**config.mk**
```make
export PLATFORM = sky130hd
export DESIGN_NAME = simple_fifo_wr_arbiter
export DESIGN_NICKNAME = d
export VERILOG_FILES = /design/src/rtl/simple_fifo_wr_arbiter.sv
export SDC_FILE = /design/constraint.sdc
export NUM_CORES = 1
export LEC_CHECK = 0
export CAP_MARGIN = 20
export CORE_UTILIZATION = 36
export CTS_CLUSTER_DIAMETER = 100
export DETAILED_ROUTE_END_ITERATION = 8
export PLACE_DENSITY = 0.81
export SLEW_MARGIN = 5
export SYNTH_ARGS = -nofsm -noshare
export SYNTH_HDL_FRONTEND = slang
export SYNTH_SLANG_ARGS = --single-unit
```
**constraint.sdc**
```tcl
create_clock -name clk -period 2.7 [get_ports clk]
set_input_delay 0.54 -clock clk [delete_from_list [all_inputs] [get_ports clk]]
set_output_delay 0.54 -clock clk [all_outputs]
set_load 0.1 [all_outputs]
```
**src/rtl/simple_fifo_wr_arbiter.sv**
```systemverilog
// ============================================================================
// Module   : simple_fifo_wr_arbiter
// Function : Round-robin arbiter sharing one simple_fifo write port among N
//            producers, with occupancy tracking that includes its own
//            in-flight write.
// Revision : 1.0 - initial release
// ============================================================================
`default_nettype none

module simple_fifo_wr_arbiter #(
    parameter int WIDTH = 16,
    parameter int DEPTH = 8,
    parameter int N     = 4
) (
    input  logic               clk,
    input  logic               reset,
    input  logic [N-1:0]       req,
    input  logic [N*WIDTH-1:0] req_data,
    output logic [N-1:0]       ack,
    output logic               fifo_we,
    output logic [WIDTH-1:0]   fifo_din,
    input  logic               fifo_full,
    input  logic [WIDTH-1:0]   fifo_count,
    output logic [2:0]         grant_id,
    output logic               busy
);

    localparam int               c_PW      = $clog2(N);
    localparam logic [WIDTH:0]   c_DEPTH   = (WIDTH + 1)'(DEPTH);
    localparam logic [N-1:0]     c_ACK_LSB = N'(1);
    localparam logic [c_PW-1:0]  c_LAST_RST = c_PW'(N - 1);

    logic [c_PW-1:0]  r_last;
    logic [WIDTH:0]   w_sum;
    logic             w_room;
    logic [N-1:0]     w_elig;
    logic             w_found;
    logic [c_PW-1:0]  w_gnt;
    logic [WIDTH-1:0] w_word;

    // The in-flight write is not yet visible in fifo_count, so count it here.
    assign w_sum  = {1'b0, fifo_count} + {{WIDTH{1'b0}}, fifo_we};
    assign w_room = !fifo_full && (w_sum < c_DEPTH);
    assign w_elig = req & ~ack;

    always_comb begin
        w_found = 1'b0;
        w_gnt   = r_last;
        for (int k = 1; k <= N; k++) begin
            if (!w_found && w_elig[c_PW'((int'(r_last) + k) % N)]) begin
                w_found = 1'b1;
                w_gnt   = c_PW'((int'(r_last) + k) % N);
            end
        end
    end

    always_comb begin
        w_word = '0;
        for (int i = 0; i < N; i++) begin
            if (c_PW'(i) == w_gnt) begin
                w_word = req_data[i*WIDTH +: WIDTH];
            end
        end
    end

    always_ff @(posedge clk or negedge reset) begin
        if (!reset) begin
            fifo_we  <= 1'b0;
            fifo_din <= '0;
            ack      <= '0;
            grant_id <= 3'd0;
            busy     <= 1'b0;
            r_last   <= c_LAST_RST;
        end else begin
            busy <= (|req) && !w_room;
            if (w_found && w_room) begin
                fifo_we  <= 1'b1;
                fifo_din <= w_word;
                ack      <= c_ACK_LSB << w_gnt;
                grant_id <= 3'(w_gnt);
                r_last   <= w_gnt;
            end else begin
                fifo_we  <= 1'b0;
                ack      <= '0;
            end
        end
    end

endmodule

`default_nettype wire

```
==> results of run 1 <==
[worst min-delay path by stage]
stage / to / slack [ns]
floorplan: ack[0] / 0.24
global placement: fifo_din[6] / 0.46
detailed placement: fifo_din[6] / 0.47
CTS: fifo_din[6] / 0.49
global route: fifo_din[10] / 0.50
finish: fifo_din[6] / 0.48
[synth_stat cells (3+ instances only)]
| master | n |
|---|---|
| clkbuf_1 | 3 |
| a21o_1 | 7 |
| a21oi_1 | 9 |
| mux2_4 | 3 |
| buf_2 | 5 |
| nand2b_1 | 3 |
| a221oi_1 | 6 |
| o21ai_0 | 10 |
| a222oi_1 | 4 |
| nor2_1 | 11 |
| and2_1 | 4 |
| mux2i_1 | 11 |
| nor4_1 | 4 |
| o22ai_1 | 5 |
| mux2_2 | 5 |
| dfrtp_1 | 24 |
| nand2_1 | 12 |
[cells in the final DEF, fill, tap and decap left out, drive strengths merged, types with 2 or more instances in the layout]
| master | synthesis | final |
|---|---|---|
| or2 | 2 | 2 |
| nor2 | 11 | 11 |
| inv | 2 | 2 |
| o211ai | 2 | 2 |
| mux2i | 11 | 11 |
| nor4 | 4 | 4 |
| a221oi | 6 | 6 |
| buf | 9 | 40 |
| o21ai | 10 | 10 |
| and2 | 4 | 4 |
| mux2 | 9 | 9 |
| clkdlybuf4s50 | 0 | 86 |
| a21oi | 11 | 11 |
| nor2b | 2 | 2 |
| clkbuf | 3 | 3 |
| nor3 | 3 | 3 |
| a21o | 7 | 7 |
| and3 | 2 | 2 |
| o41ai | 3 | 3 |
| o22ai | 5 | 5 |
| dfstp | 2 | 2 |
| nand2b | 3 | 3 |
| nand2 | 12 | 12 |
| a222oi | 4 | 4 |
| dfrtp | 24 | 24 |
[per-stage QoR]
stage                     area (um2)  power, mW  std cells  util (%)
after floorplan                 1650      0.494        164         -
after global placement          2820      0.656        330      64.4
after detailed placement        2820      0.659        330      64.4
after CTS                       2890      0.983        334      66.0
after global routing            2890       1.02        334      66.0
final                           2890      0.976        334      66.0
[registers in the layout (all words and copies together) (netlist names)]
name and flops:
ack 4, busy 1, fifo_din 16, fifo_we 1
grant_id 2, r_last 2
[power by group]
part	internal [mW]	total, mW	switching, mW
Clock	0.198	0.325	0.126
Combinational	0.168	0.260	0.0916
Sequential	0.391	0.391	0.000822
[kinds of logic after synthesis]
logic type      Yosys count  synth area share, %
compound gates           54                 24.8
other cells               1                0.228
simple gates             49                 16.4
flops                    26                 39.6
buf+inv                  14                 5.39
mux                      20                 13.5
[cell type report]
cell class | count | area, um2 | share of cell area, %
inverter | 2 | 7.51 | 0.260
clock buffer | 3 | 41.3 | 1.43
multi-input combinational | 124 | 910 | 31.4
sequential | 26 | 653 | 22.6
timing repair buffer | 126 | 1190 | 41.0
tap | 52 | 65.1 | 2.25
clock inverter | 1 | 30.0 | 1.04
[per-layer routing]
layer	routed length (um)	GRT usage [%]	vias up
met5	0	0	-
met4	72	5.78	0
met2	2610	36.1	85
met1	1860	24.4	848
li1	-	-	856
met3	402	6.98	10
[worst reg2reg max path, cell delays in order, from the launching register on]
cell	delay, ns
dfstp_2	0.68
and4bb_1	0.33
a21oi_2	0.07
o211ai_4	0.10
buf_12	0.17
mux2_2	0.35
a221oi_1	0.23
o21ai_0	0.14
==> summary.md, run 1 <==
| Metric | Value |
|---|---|
| Routed via count | 1799 |
| Worst path bufs/invs | 2 |
| Endpoint class of the critical path | flip-flop |
| Fin crit period | 2.39 ns |
| DP Worst Slack | 0.0489 ns |
| # nets final | 370 |
| N_diodes | 0 |
| Worst setup path endpoint | fifo_din[11] |
| WS Path Type | in2reg |
| Family with the most delay on the worst path | compound AO/OA/AOI/OAI gates |
| Hold Crit Start | fifo_din[6] |
| Period utilisation layout | 88.7% |
| Pin count of the biggest net entering global routing | 27 |
| Std-Cell Rows | 24 |
| Setup crit start | req[1] |
| Main area contributors after synthesis | dfrtp_1, mux2i_1, mux2_2, a21o_1, dfstp_2 |
| RR Startpoint | r_last[1] |
| CTS Buf Count | 3 |
| Min-delay worst type | reg2reg |
| Number of global-route vias before repair | 1845 |
| Mapped Area | 0.00165 mm2 |
| Clock transition at the registers of the reported paths | 0.09 ns |
| Hold Vio Cnt, Final | 0 |
| Via density | 5.39 |
| Yosys cell types | 47 |
| RSZ-0062 raised after global routing | no |
| Hold_buf cts | 0 |
| Drt pass-1 iters | 5 |
| Critical Path Slowest Stage Cell | a311o_1 |
| Max-Cap Viols | 0 |
| DP HPWL | 4.05 mm |
| Starting Density | 37.6% |
| Post-Syn Area per Cell | 10.0 um2 |
| Antenna viol nets, final | 0 |
| Setup WS post-layout | 0.306 ns |
| Die Y | 69.7 um |
| CP Data Arrival Time | 2.55 ns |
| Yosys top cell by area | dfrtp_1 |
| Syn-to-layout area delta | 75.6% |
| Hold Crit Depth | 2 |
| Reg2Reg Setup Slack | 0.50 ns |
| Worst vdd ir | 0.000262 V |
| Post-Synthesis Cells | 164 |
| Leak | 1.32 nW |
| H-tree depth | 1 |
| DRC | 0 |
| #FFs+latches synth | 26 |
| Core Area | 0.00438 mm2 |
| P per Cell Area | 337 mW/mm2 |
| Mapped Nets | 251 |
| Max frequency | 418 MHz |
| CTS tree | yes |
| Reg2reg end | fifo_din[2] |
| Worst path cell trace | clkdlybuf4s50_1 -> nor2b_1 -> buf_4 -> nor2_1 -> a21o_1 -> a311o_1 -> a222oi_1 -> a21oi_1 |
| Fillers | 361 |
| Gr ovfl total | 0 |
| Final setup vio count | 0 |
| Clk_lat worst skew | 0.27 ns |
| DIE AREA | 0.00485 mm2 |
| Drt initial violations | 125 |
| Register area share after synthesis | 39.6% |
| Overall routing resource usage | 20.8% |
| TritonCTS sink count | 26 |
| Crit-path max cell delay | 0.49 ns |
| Setup bufs post-CTS | 0 |
| Setup TNS | 0 ns |
| Fraction of registers with async set/reset | 100% |
| CP Data Required Time | 2.86 ns |
| Instance count on the critical path | 8 |
| Synth top area share | 36.4% |
| Share of layout cells above drive strength 1 | 22.3% |
| Status | finished clean |
| CP Launch Type | input port |
| Wire per inst | 14.8 um |
| Placer Congestion | 0.915 |
| Top_reg_cell synth | dfrtp_1 |
| Reg2Reg Depth | 7 |
| Number of synthesized flops with an enable pin | 0 |
| I/O pin cnt | 112 |
| PortBufs | 110 |
| Final wirelength | 4.95 mm |
| Max FO, Critical Path | 9 |
| Setup Skew | 0.00497 ns |
| Clock Path Buffers | 2 |
| Die width | 69.7 um |
| Hold WS | 0.484 ns |
| Clock root cell | clkbuf_8 |
| First-pass GRT wire length | 8.16 mm |
| Yosys warns | 0 |
| Initial antenna violation count | 0 |
| Post-CTS sizing | 0 |
| Max-slew violation count | 0 |
No activity file was read; power rests on OpenSTA's default activity.
==> run 2, diff against run 1 <==
- ABC_CLOCK_PERIOD_IN_PS: default -> 2700
- REMOVE_ABC_BUFFERS: default -> 1
==> run 2 against run 1 <==
Clock skew up 0.0026 ns. Flip-flop and latch count unchanged. Combinational power down 3%. Sequential share of layout area up 0.40 points. First-iteration DRC count down 41%. Register-to-register slack better by 0.02 ns. Design area down 1.7%. Maximum frequency down 1.4%. Die area unchanged. Largest cell class unchanged.
==> summary.md, run 2 (synthesis results as in run 1) <==
| Metric | Value |
|---|---|
| Status | finished clean |
| Period utilisation layout | 89.9% (+1.2 points) |
| Commonest cells after routing, fill and taps aside | clkdlybuf4s50_1, buf_4, dfrtp_1 |
| Initial antenna violation count | 0 (unchanged) |
| Max reg flops | 16 (unchanged) |
| CTS tree | yes |
| PortBufs | 110 (unchanged) |
| Max-Cap Viols | 0 (unchanged) |
| Share of layout cells above drive strength 1 | 21.8% (-0.55 points) |
| Core Area | 0.00438 mm2 (unchanged) |
| Die width | 69.7 um (unchanged) |
| Post-CTS sizing | 0 (unchanged) |
| P per Cell Area | 305 mW/mm2 (-9.6%) |
| Drt pass-1 iters | 4 (-1) |
| Drt initial violations | 74 (-41%) |
| Min-delay worst type | reg2reg |
| # nets final | 369 (-0.27%) |
| Setup Skew | 0.00755 ns (+0.00257 ns) |
| Clk_lat worst skew | 0.27 ns (about the same) |
| Overall routing resource usage | 20.8% (about the same) |
| Clock transition at the registers of the reported paths | 0.08 ns (about the same) |
| Wire per inst | 14.4 um (-2.8%) |
| Metal2 WL | 2.42 mm (-7.2%) |
| WS Path Type | in2reg |
| Reg2Reg Depth | 7 (unchanged) |
| CP Data Required Time | 2.86 ns (about the same) |
| Worst vdd ir | 0.000240 V (-8.3%) |
| First-pass GRT wire length | 8.20 mm (+0.51%) |
| Max FO, Critical Path | 8 (-1) |
| Cells after DPL | 329 (-0.30%) |
| DIE AREA | 0.00485 mm2 (unchanged) |
| Final setup vio count | 0 (unchanged) |
| Commonest non-fill, non-tap cell in the layout | clkdlybuf4s50_1 |
| Placer Congestion | 0.838 (-8.4%) |
| Hold Crit Depth | 1 (-1) |
| Antenna viol nets, final | 0 (unchanged) |
| Gr ovfl total | 0 (unchanged) |
| Max-slew violation count | 0 (unchanged) |
| Routed via count | 1795 (-0.22%) |
| Hold Vio Cnt, Final | 0 (unchanged) |
| WL met1 | 1.97 mm (+6.0%) |
| Setup bufs post-CTS | 0 (unchanged) |
| Clock Path Buffers | 2 (unchanged) |
| TritonCTS sink count | 26 (unchanged) |
| N_diodes | 0 (unchanged) |
| Number of global-route vias before repair | 1844 (-0.054%) |
| Metal3 WL | 298 um (-26%) |
| CP Launch Type | input port |
| Setup WS post-layout | 0.274 ns (-0.0328 ns) |
| Hold_buf cts | 0 (unchanged) |
| Largest Register | fifo_din |
| RSZ-0062 raised after global routing | no |
| Biggest regs | fifo_din x16, ack x4 |
| DP Worst Slack | 0.00766 ns (-0.0413 ns) |
| Highest Signal Layer | met4 |
| Endpoint class of the critical path | flip-flop |
| Leak | 1.30 nW (-1.8%) |
| Fin crit period | 2.43 ns (+0.0328 ns) |
| DP HPWL | 3.80 mm (-6.1%) |
| Starting Density | 37.6% (unchanged) |
| H-tree depth | 1 (unchanged) |
| I/O pin cnt | 112 (unchanged) |
| Syn-to-layout area delta | 72.5% |
| Die Y | 69.7 um (unchanged) |
| Std-Cell Rows | 24 (unchanged) |
| CTS Buf Count | 3 (unchanged) |
| Final wirelength | 4.78 mm (-3.4%) |
| CP Data Arrival Time | 2.59 ns (+0.04 ns) |
| Clock root cell | clkbuf_8 |
| Via density | 5.41 (+0.38%) |
| DRC | 0 (unchanged) |
| Max frequency | 412 MHz (-1.4%) |
| Finished Layout Cells | 332 (-0.60%) |
| Pin count of the biggest net entering global routing | 27 (unchanged) |
## run 2: metal layers
| layer | track usage (%) | vias up |
|---|---|---|
| li1 | - | 852 |
| met1 | 25.4 | 866 |
| met2 | 37.1 | 71 |
| met3 | 3.05 | 6 |
| met4 | 7.33 | 0 |
| met5 | 0 | - |
## run 2: power by group
| part | internal, mW | switching (mW) | leakage (nW) | total, mW |
|---|---|---|---|---|
| logic | 0.165 | 0.0885 | 0.925 | 0.253 |
| registers | 0.391 | 0.000793 | 0.351 | 0.391 |
| clock network | 0.100 | 0.122 | 0.0216 | 0.222 |
| total | 0.655 | 0.211 | 1.30 | 0.867 |
## run 2: area by class of cell
type,instances,area (um2)
multi-input cells,124,910
inverters,2,7.51
repair buffers,125,1170
fillers,358,1540
well taps,52,65.1
clock buffers,3,41.3
flip-flops and latches,26,653
## run 2: stage by stage
step / utilization [%] / hold WS [ns] / cell area, um2 / power, mW / TNS [ns]
finish: 64.8 / 0.484 / 2840 / 0.867 / 0
global route: 64.8 / 0.519 / 2840 / 0.905 / 0
CTS: 64.8 / 0.487 / 2840 / 0.873 / 0
detailed placement: 63.9 / 0.467 / 2800 / 0.654 / 0
global placement: 63.9 / 0.462 / 2800 / 0.650 / 0
floorplan: - / 0.244 / 1570 / 0.488 / -10.50
## run 2: path summary, 6_finish.rpt
kind	startpoint	endpoint	slack (ns)
max	req[1]	fifo_din[10]	0.27
min	fifo_din[5]	fifo_din[5]	0.48
max reg2reg	r_last[1]	fifo_din[0]	0.52
min reg2reg	fifo_din[5]	fifo_din[5]	0.48
max in group asynchronous	reset	r_last[1]	1.77
min in group asynchronous	reset	fifo_din[1]	0.63
## run 2: worst max-delay path, stage by stage
cell             delay, ns
clkdlybuf4s50_1       0.42
nor2b_1               0.13
buf_4                 0.15
or2_2                 0.29
o211ai_1              0.37
or2_0                 0.37
o22ai_1               0.15
a21o_1                0.17
==> run 3, diff against run 2 <==
- SLEW_MARGIN: 5 -> default
==> results of run 3 <==
Final layout, timing and power as in run 2 (identical DEF).
